===== config.mk =====
export PLATFORM = sky130hd
export DESIGN_NAME = serial_adder
export DESIGN_NICKNAME = d
export VERILOG_FILES = /design/src/rtl/serial_adder_pkg.sv /design/src/rtl/full_adder.sv /design/src/rtl/serial_adder.sv
export SDC_FILE = /design/constraint.sdc
export NUM_CORES = 1
export LEC_CHECK = 0
export CAP_MARGIN = 20
export CORE_MARGIN = 1.5
export CORE_UTILIZATION = 38
export CTS_BUF_LIST = sky130_fd_sc_hd__clkbuf_4
export DETAILED_ROUTE_END_ITERATION = 10
export GPL_TIMING_DRIVEN = 0
export PLACE_DENSITY = 0.59
export RECOVER_POWER = 100
export SLEW_MARGIN = 20
export SYNTH_ARGS = -nofsm -noshare
export SYNTH_HDL_FRONTEND = slang
export SYNTH_SLANG_ARGS = --single-unit

===== constraint.sdc =====
create_clock -name clk -period 3.77 [get_ports clk]
set_input_delay 0.9425 -clock clk [delete_from_list [all_inputs] [get_ports clk]]
set_output_delay 0.9425 -clock clk [all_outputs]
set_load 0.03 [all_outputs]

===== src/rtl/serial_adder_pkg.sv =====
// Shared types and constants for the bit-serial adder.
package serial_adder_pkg;

    localparam int SA_DEFAULT_WIDTH = 8;

    typedef enum logic [1:0] {
        S_IDLE  = 2'd0,
        S_SHIFT = 2'd1,
        S_DONE  = 2'd2
    } state_t;

endpackage


===== src/rtl/full_adder.sv =====
// Single-bit full adder cell reused by the serial adder.
module full_adder (
    input  logic a,
    input  logic b,
    input  logic cin,
    output logic sum,
    output logic cout
);

    // Plain combinational sum and carry.
    always_comb begin
        sum  = a ^ b ^ cin;
        cout = (a & b) | (a & cin) | (b & cin);
    end

endmodule


===== src/rtl/serial_adder.sv =====
// Bit-serial WIDTH-bit adder: one full_adder cell, LSB first, with a
// registered carry fed back between bits.
// Optional macro SERIAL_ADDER_OVF_EN adds the signed-overflow output ovf.
module serial_adder
    import serial_adder_pkg::*;
#(
    parameter int WIDTH = SA_DEFAULT_WIDTH
) (
    input  logic             clk,
    input  logic             rst,
    input  logic             start,
    input  logic [WIDTH-1:0] a_in,
    input  logic [WIDTH-1:0] b_in,
    input  logic             cin,
    output logic             busy,
    output logic             done,
    output logic [WIDTH-1:0] sum_out,
    output logic             cout_out
`ifdef SERIAL_ADDER_OVF_EN
    ,
    output logic             ovf
`endif
);

    localparam int              CNT_W    = $clog2(WIDTH);
    localparam logic [CNT_W-1:0] LAST_BIT = CNT_W'(WIDTH - 1);

    state_t             state_q, state_d;
    logic [WIDTH-1:0]   a_sh_q, a_sh_d;
    logic [WIDTH-1:0]   b_sh_q, b_sh_d;
    // Only WIDTH-1 partial sum bits are stored; the MSB comes straight
    // from the adder on the final step.
    logic [WIDTH-2:0]   sum_sh_q, sum_sh_d;
    logic               carry_q, carry_d;
    logic [CNT_W-1:0]   bit_cnt_q, bit_cnt_d;
    logic               busy_q, busy_d;
    logic               done_q, done_d;
    logic [WIDTH-1:0]   sum_out_q, sum_out_d;
    logic               cout_q, cout_d;
`ifdef SERIAL_ADDER_OVF_EN
    logic               ovf_q, ovf_d;
`endif

    logic               fa_sum;
    logic               fa_cout;
    logic [WIDTH-1:0]   sum_full;

    full_adder u_full_adder (
        .a    (a_sh_q[0]),
        .b    (b_sh_q[0]),
        .cin  (carry_q),
        .sum  (fa_sum),
        .cout (fa_cout)
    );

    assign sum_full = {fa_sum, sum_sh_q};

    // Next-state and datapath decisions for load, shift and completion.
    always_comb begin
        state_d   = state_q;
        a_sh_d    = a_sh_q;
        b_sh_d    = b_sh_q;
        sum_sh_d  = sum_sh_q;
        carry_d   = carry_q;
        bit_cnt_d = bit_cnt_q;
        busy_d    = busy_q;
        done_d    = 1'b0;
        sum_out_d = sum_out_q;
        cout_d    = cout_q;
`ifdef SERIAL_ADDER_OVF_EN
        ovf_d     = ovf_q;
`endif
        case (state_q)
            S_IDLE: begin
                busy_d = 1'b0;
                if (start) begin
                    a_sh_d    = a_in;
                    b_sh_d    = b_in;
                    carry_d   = cin;
                    bit_cnt_d = '0;
                    busy_d    = 1'b1;
                    state_d   = S_SHIFT;
                end
            end
            S_SHIFT: begin
                a_sh_d    = a_sh_q >> 1;
                b_sh_d    = b_sh_q >> 1;
                sum_sh_d  = (WIDTH-1)'(sum_full >> 1);
                carry_d   = fa_cout;
                bit_cnt_d = bit_cnt_q + 1'b1;
                busy_d    = 1'b1;
                if (bit_cnt_q == LAST_BIT) begin
                    state_d   = S_DONE;
                    done_d    = 1'b1;
                    sum_out_d = sum_full;
                    cout_d    = fa_cout;
`ifdef SERIAL_ADDER_OVF_EN
                    // carry_q here is the carry into the MSB.
                    ovf_d     = carry_q ^ fa_cout;
`endif
                end
            end
            S_DONE: begin
                busy_d  = 1'b0;
                state_d = S_IDLE;
            end
            default: begin
                busy_d  = 1'b0;
                state_d = S_IDLE;
            end
        endcase
    end

    // State, datapath and registered outputs with synchronous reset.
    always_ff @(posedge clk) begin
        if (rst) begin
            state_q   <= S_IDLE;
            a_sh_q    <= '0;
            b_sh_q    <= '0;
            sum_sh_q  <= '0;
            carry_q   <= 1'b0;
            bit_cnt_q <= '0;
            busy_q    <= 1'b0;
            done_q    <= 1'b0;
            sum_out_q <= '0;
            cout_q    <= 1'b0;
`ifdef SERIAL_ADDER_OVF_EN
            ovf_q     <= 1'b0;
`endif
        end else begin
            state_q   <= state_d;
            a_sh_q    <= a_sh_d;
            b_sh_q    <= b_sh_d;
            sum_sh_q  <= sum_sh_d;
            carry_q   <= carry_d;
            bit_cnt_q <= bit_cnt_d;
            busy_q    <= busy_d;
            done_q    <= done_d;
            sum_out_q <= sum_out_d;
            cout_q    <= cout_d;
`ifdef SERIAL_ADDER_OVF_EN
            ovf_q     <= ovf_d;
`endif
        end
    end

    assign busy     = busy_q;
    assign done     = done_q;
    assign sum_out  = sum_out_q;
    assign cout_out = cout_q;
`ifdef SERIAL_ADDER_OVF_EN
    assign ovf      = ovf_q;
`endif

endmodule

==> flow_metrics.py, run 1 <==
metrics = {
    "status": {
        "outcome": "completed",
    },
    "timing": {
        "layout_setup_ws_ps": 1170,
        "max_clock_freq_ghz": 0.385,
        "setup-tns-final_ps": 0,
        "period_minus_slack_ps": 2600,
        "post-route-period-util_pct": 68.9,
        "holdWs_ps": 457,
        "finalHoldViolCount": 0,
        "finClkSkew_ps": 9.62,
        "rsz0062_at_grt": "no",
        "tightestPinTransition_ps": 516,
        "maxSlewViolCount": 0,
        "setup_viol": 0,
        "slew_headroom_pct": 65.6,
    },
    "cts": {
        "cts_buffer_depth": 2,
        "postCtsHoldBufs": 0,
        "cts_buffers": 5,
        "cts_sinks": 40,
        "clock_latency_ps": 350,
        "htreeDepth": 2,
        "cts_setup_buffers": 0,
        "cts_tree": "yes",
        "root_buffer": "clkbuf_4",
        "cts_resized": 0,
        "clk_pin_slew_ps": 120,
    },
    "die": {
        "fp-row-count": 23,
        "ios": 31,
        "initial_core_util_pct": 40.4,
        "die_area_um2": 4780,
        "die_w_um": 69.1,
        "coreArea_um2": 4120,
        "fp.dieH_um": 69.1,
    },
    "synth": {
        "synthTopCellsByArea": "dfxtp_1 (48%), nand2_1 (12%), a21oi_1 (6.6%), a311oi_2 (6.3%), a311oi_1 (4.2%)",
        "syn_area_um2": 1660,
        "yosysMostFrequentCell": "nand2_1",
        "yosysUniqueCellTypes": 22,
        "ys_top_cells_by_count": "nand2_1 (55), dfxtp_1 (40), a21oi_1 (22), nor2_1 (18), nand3_1 (12)",
        "yosys.area.top_type": "dfxtp_1",
        "synth_edf_count": 0,
        "ys_seq_area_share_pct": 48.2,
        "ys_warn_count": 0,
        "synthCells": 195,
        "synth-seq-cells": 40,
        "synth_top_cell_area_share_pct": 48.2,
        "synth_ff_type": "dfxtp_1",
        "avgSynthCellArea_um2": 8.52,
        "synth-async-reset-ratio_pct": 0,
        "synth_fp_nets": 218,
    },
    "cells_and_area": {
        "regArea_um2": 801,
        "instances_no_fill": 282,
        "final_area_um2": 2000,
        "area_growth_pct": 20.6,
        "layout.nets": 254,
        "multi_input_area_um2": 713,
        "utilization_pct": 48.7,
        "num-fill-cells": 442,
        "drive_gt1_share_pct": 6.03,
        "diodes": 0,
    },
    "route": {
        "first_iter_violations": 40,
        "dr.pass1.iters": 4,
        "via_count": 1419,
        "routedWlPerCell_um": 12.5,
        "drt_drc_violations_left": 0,
        "wirelength_um": 3530,
        "post_drt_via_cell_ratio": 5.03,
        "antenna_left": 0,
    },
    "power": {
        "p_leak_nw": 0.754,
        "ir_drop_v": 0.000166,
        "powerDensity_nw_per_um2": 376,
        "finalPower_uw": 753,
    },
    "global_route": {
        "grt_usage_pct": 16.2,
        "grt_antenna_before_repair": 0,
        "grt_max_degree": 13,
        "grt_overflow": 0,
        "grt_pass1_wl_um": 6330,
        "grt_pass1_vias": 1404,
    },
    "critical_path": {
        "cpLargestDelayFamily": "buffers and inverters",
        "worstSetupStartpointType": "primary input",
        "path_buf_inv": 3,
        "slowest_delay_ps": 600,
        "worst_ep_arrival_time_ps": 2860,
        "path_common_cell": "clkbuf_1",
        "critPathSlowestCell": "dlygate4sd3_1",
        "setup.worst_path.class": "primary input to flip-flop",
        "crit_fanout": 10,
        "end_kind": "flip-flop",
        "crit_required_ps": 4030,
        "path_cells": "dlygate4sd3_1 -> nand2b_1 -> clkbuf_1 -> clkbuf_1 -> nand2_1 -> a311oi_2",
    },
    "job": {
        "drv_cap": 0,
    },
    "placed_design": {
        "place_ws_ps": 1390,
        "post-dp-hpwl_um": 2490,
        "io_buffers": 29,
        "placed_cell_area_um2": 2010,
        "place_congestion": 0.755,
        "placed_cells": 274,
    },
    "min_path": {
        "hold_class": "flip-flop to flip-flop",
    },
}
worst min-delay path: cells and delay by family, from the launching register on:
family	cells	cell delay, ps
and+or+nand+nor	1	50
AOI/OAI and AO/OA	1	50
DFF	1	330
placed cells by master, fill, tap and decap left out, types with 2 or more instances in the layout:
cell             instances
clkinv_2                 2
a311oi_1                13
clkbuf_4                 5
buf_4                    2
a21oi_1                 22
dfxtp_1                 40
clkbuf_1                11
o21ai_0                  2
buf_2                    2
nand3b_1                 3
ha_1                     2
nor2_1                  18
dlygate4sd3_1           12
nand2b_1                 3
nand2_1                 55
clkdlybuf4s50_1         17
nand3_1                 12
a311oi_2                 2
kinds of logic (layout without fill, tap and decap cells):
logic type      Yosys count  in the layout  synth area share [%]
mux                       1              1                 0.602
flops                    40             40                  48.2
compound gates           39             39                  17.8
buf+inv                  18             55                  7.00
fa+ha+maj                 3              3                  2.71
simple gates             94             94                  23.7
state kept, by name, summed over array words and instances (netlist names), 2 cells and up:
signal and flops:
b_sh_q 8, state_q 2, sum_sh_q 7, a_sh_q 8, sum_out 8, bit_cnt_q 3
final timing paths:
path | from | slack (ps) | endpoint | cells after the start
hold reg to reg | sum_out[5] | 460 | sum_out[5] | 2
setup / recovery | start | 1170 | a_sh_q[4] | 6
setup reg to reg | state_q[1] | 1900 | a_sh_q[4] | 5
hold / removal | sum_out[5] | 460 | sum_out[5] | 2
report_power, final:
group          internal [mW]  total (mW)  switching (mW)
Sequential             0.441       0.452          0.0111
Combinational         0.0428      0.0917          0.0488
Clock                 0.0686       0.209           0.141
layout make-up:
type | count | share of cell area, %
Buffer | 17 | 4.06
Clock buffer | 5 | 1.87
Clock inverter | 3 | 0.687
Inverter | 1 | 0.187
Multi-Input combinational cell | 137 | 35.6
Sequential cell | 40 | 40.0
Tap cell | 50 | 3.12
Timing Repair Buffer | 29 | 14.5
routing by layer:
| metal | GRT usage, % | share of wire [%] | routed length [um] |
|---|---|---|---|
| met1 | 21.2 | 49 | 1740 |
| met2 | 26.1 | 46 | 1620 |
| met3 | 4.68 | 4.4 | 156 |
| met4 | 4.58 | 0.26 | 9 |
| met5 | 0 | 0 | 0 |
Power figures use the tool's default switching activity.
==> run 2: changes to the inputs <==
Settings changed: PLACE_DENSITY 0.59 to 0.62.
Clock period 3.77 ns to 2.3 ns, I/O delays scaled along.
==> flow_metrics.py, run 2 (synthesis results as in run 1) <==
metrics = {
    "status": {
        "outcome": "completed",
    },
    "route": {
        "via_count": 1406,
        "post_drt_via_cell_ratio": 4.99,
        "wl_met3_um": 142,
        "first_iter_violations": 84,
        "wirelength_um": 3460,
        "dr.pass1.iters": 4,
        "routedWlPerCell_um": 12.3,
        "antenna_left": 0,
        "drt_drc_violations_left": 0,
        "wl_met2_um": 1610,
        "wl_met1_um": 1640,
        "top_layer": "met4",
    },
    "critical_path": {
        "path_cells": "dlygate4sd3_1",
        "setup.worst_path.class": "flip-flop to primary output",
        "crit_required_ps": 1730,
        "cpLargestDelayFamily": "buffers and inverters",
        "worst_ep_arrival_time_ps": 1430,
        "path_depth": 1,
        "r2r_setup_slack_ps": 590,
        "reg2reg_depth": 5,
        "slowest_delay_ps": 730,
        "path_buf_inv": 1,
        "end_kind": "primary output",
        "r2r_end": "sum_sh_q[6]",
        "critPathSlowestCell": "dlygate4sd3_1",
        "crit_fanout": 2,
        "worstSetupStartpointType": "flip-flop",
        "r2r_start": "state_q[0]",
    },
    "cts": {
        "cts_tree": "yes",
        "cts_setup_buffers": 0,
        "cts_buffers": 5,
        "clock_latency_ps": 350,
        "cts_sinks": 40,
        "root_buffer": "clkbuf_4",
        "postCtsHoldBufs": 0,
        "clk_pin_slew_ps": 110,
        "cts_resized": 0,
        "cts_buffer_depth": 2,
        "htreeDepth": 2,
    },
    "timing": {
        "setup-tns-final_ps": 0,
        "maxSlewViolCount": 0,
        "period_minus_slack_ps": 2000,
        "rsz0062_at_grt": "no",
        "tightestPinTransition_ps": 592,
        "finalHoldViolCount": 0,
        "layout_setup_ws_ps": 298,
        "setup_viol": 0,
        "post-route-period-util_pct": 87.1,
        "holdWs_ps": 457,
        "slew_headroom_pct": 60.6,
        "max_clock_freq_ghz": 0.499,
        "finClkSkew_ps": 11.0,
    },
    "die": {
        "initial_core_util_pct": 40.4,
        "coreArea_um2": 4120,
        "fp.dieH_um": 69.1,
        "fp-row-count": 23,
        "die_w_um": 69.1,
        "ios": 31,
        "die_area_um2": 4780,
    },
    "placed_design": {
        "placed_cell_area_um2": 2010,
        "io_buffers": 29,
        "placed_cells": 274,
        "place_ws_ps": 286,
        "place_congestion": 0.750,
        "post-dp-hpwl_um": 2340,
    },
    "power": {
        "powerDensity_nw_per_um2": 617,
        "p_leak_nw": 0.768,
        "ir_drop_v": 0.000223,
    },
    "cells_and_area": {
        "final_cell_mix": "nand2_1 (55), dfxtp_1 (40), a21oi_1 (22), nor2_1 (18), clkdlybuf4s50_1 (17)",
        "final_area_um2": 2040,
        "instances_no_fill": 282,
        "area_growth_pct": 22.9,
        "final_common_cell": "nand2_1",
        "diodes": 0,
        "layout.nets": 254,
        "drive_gt1_share_pct": 8.19,
    },
    "global_route": {
        "grt_pass1_vias": 1320,
        "grt_overflow": 0,
        "grt_max_degree": 12,
        "grt_antenna_before_repair": 0,
        "grt_pass1_wl_um": 6090,
        "grt_usage_pct": 15.6,
    },
    "min_path": {
        "hold_path.startpoint": "sum_out[0]",
        "holdPathEnd": "sum_out[0]",
        "hold_path_depth": 2,
        "hold_class": "flip-flop to flip-flop",
    },
    "job": {
        "drv_cap": 0,
    },
}
[run 2: changes by cell type in the layout (fill, tap and decap cells not counted), sizes merged]
| cell | delta |
|---|---|
| buf | +2 |
| clkinv | -2 |
[run 2: cell type report]
type	count	area [um2]
Multi-Input combinational cell	137	732
Inverter	1	3.75
Buffer	17	96.3
Timing Repair Buffer	29	290
Clock buffer	7	52.6
Sequential cell	40	801
Tap cell	50	62.6
Fill cell	459	2070
Clock inverter	1	3.75
[run 2: worst max path at each step]
stage | start | to | slack [ps]
final | sum_out[3] | sum_out[3] | 300
after global routing | start | b_sh_q[6] | 180
after CTS | sum_out[5] | sum_out[5] | 350
after detailed placement | start | a_sh_q[4] | 290
after global placement | start | b_sh_q[6] | 300
after floorplan | start | a_sh_q[3] | 980
[run 2: through the flow]
stage	utilization, %	power [mW]
after floorplan	-	0.861
after global placement	49.0	0.920
after detailed placement	49.0	0.923
after CTS	50.3	1.28
after global routing	49.6	1.32
final	49.6	1.26
[run 2: power by group]
group	switching (mW)	internal, mW	total [mW]	leakage (nW)
registers	0.0183	0.723	0.741	0.327
logic	0.0827	0.0750	0.158	0.407
clock network	0.220	0.141	0.361	0.0338
[run 2: routing by layer]
metal  GRT usage [%]  up-vias
li1                -      733
met1            21.0      633
met2            24.1       33
met3            3.36        7
met4            6.75        0
met5               0        -
==> run 3: changes to the inputs <==
Settings changed: CTS_CLUSTER_DIAMETER from default to 50.
==> results of run 3 <==
No change in the layout: final DEF, timing and power equal those of run 2.
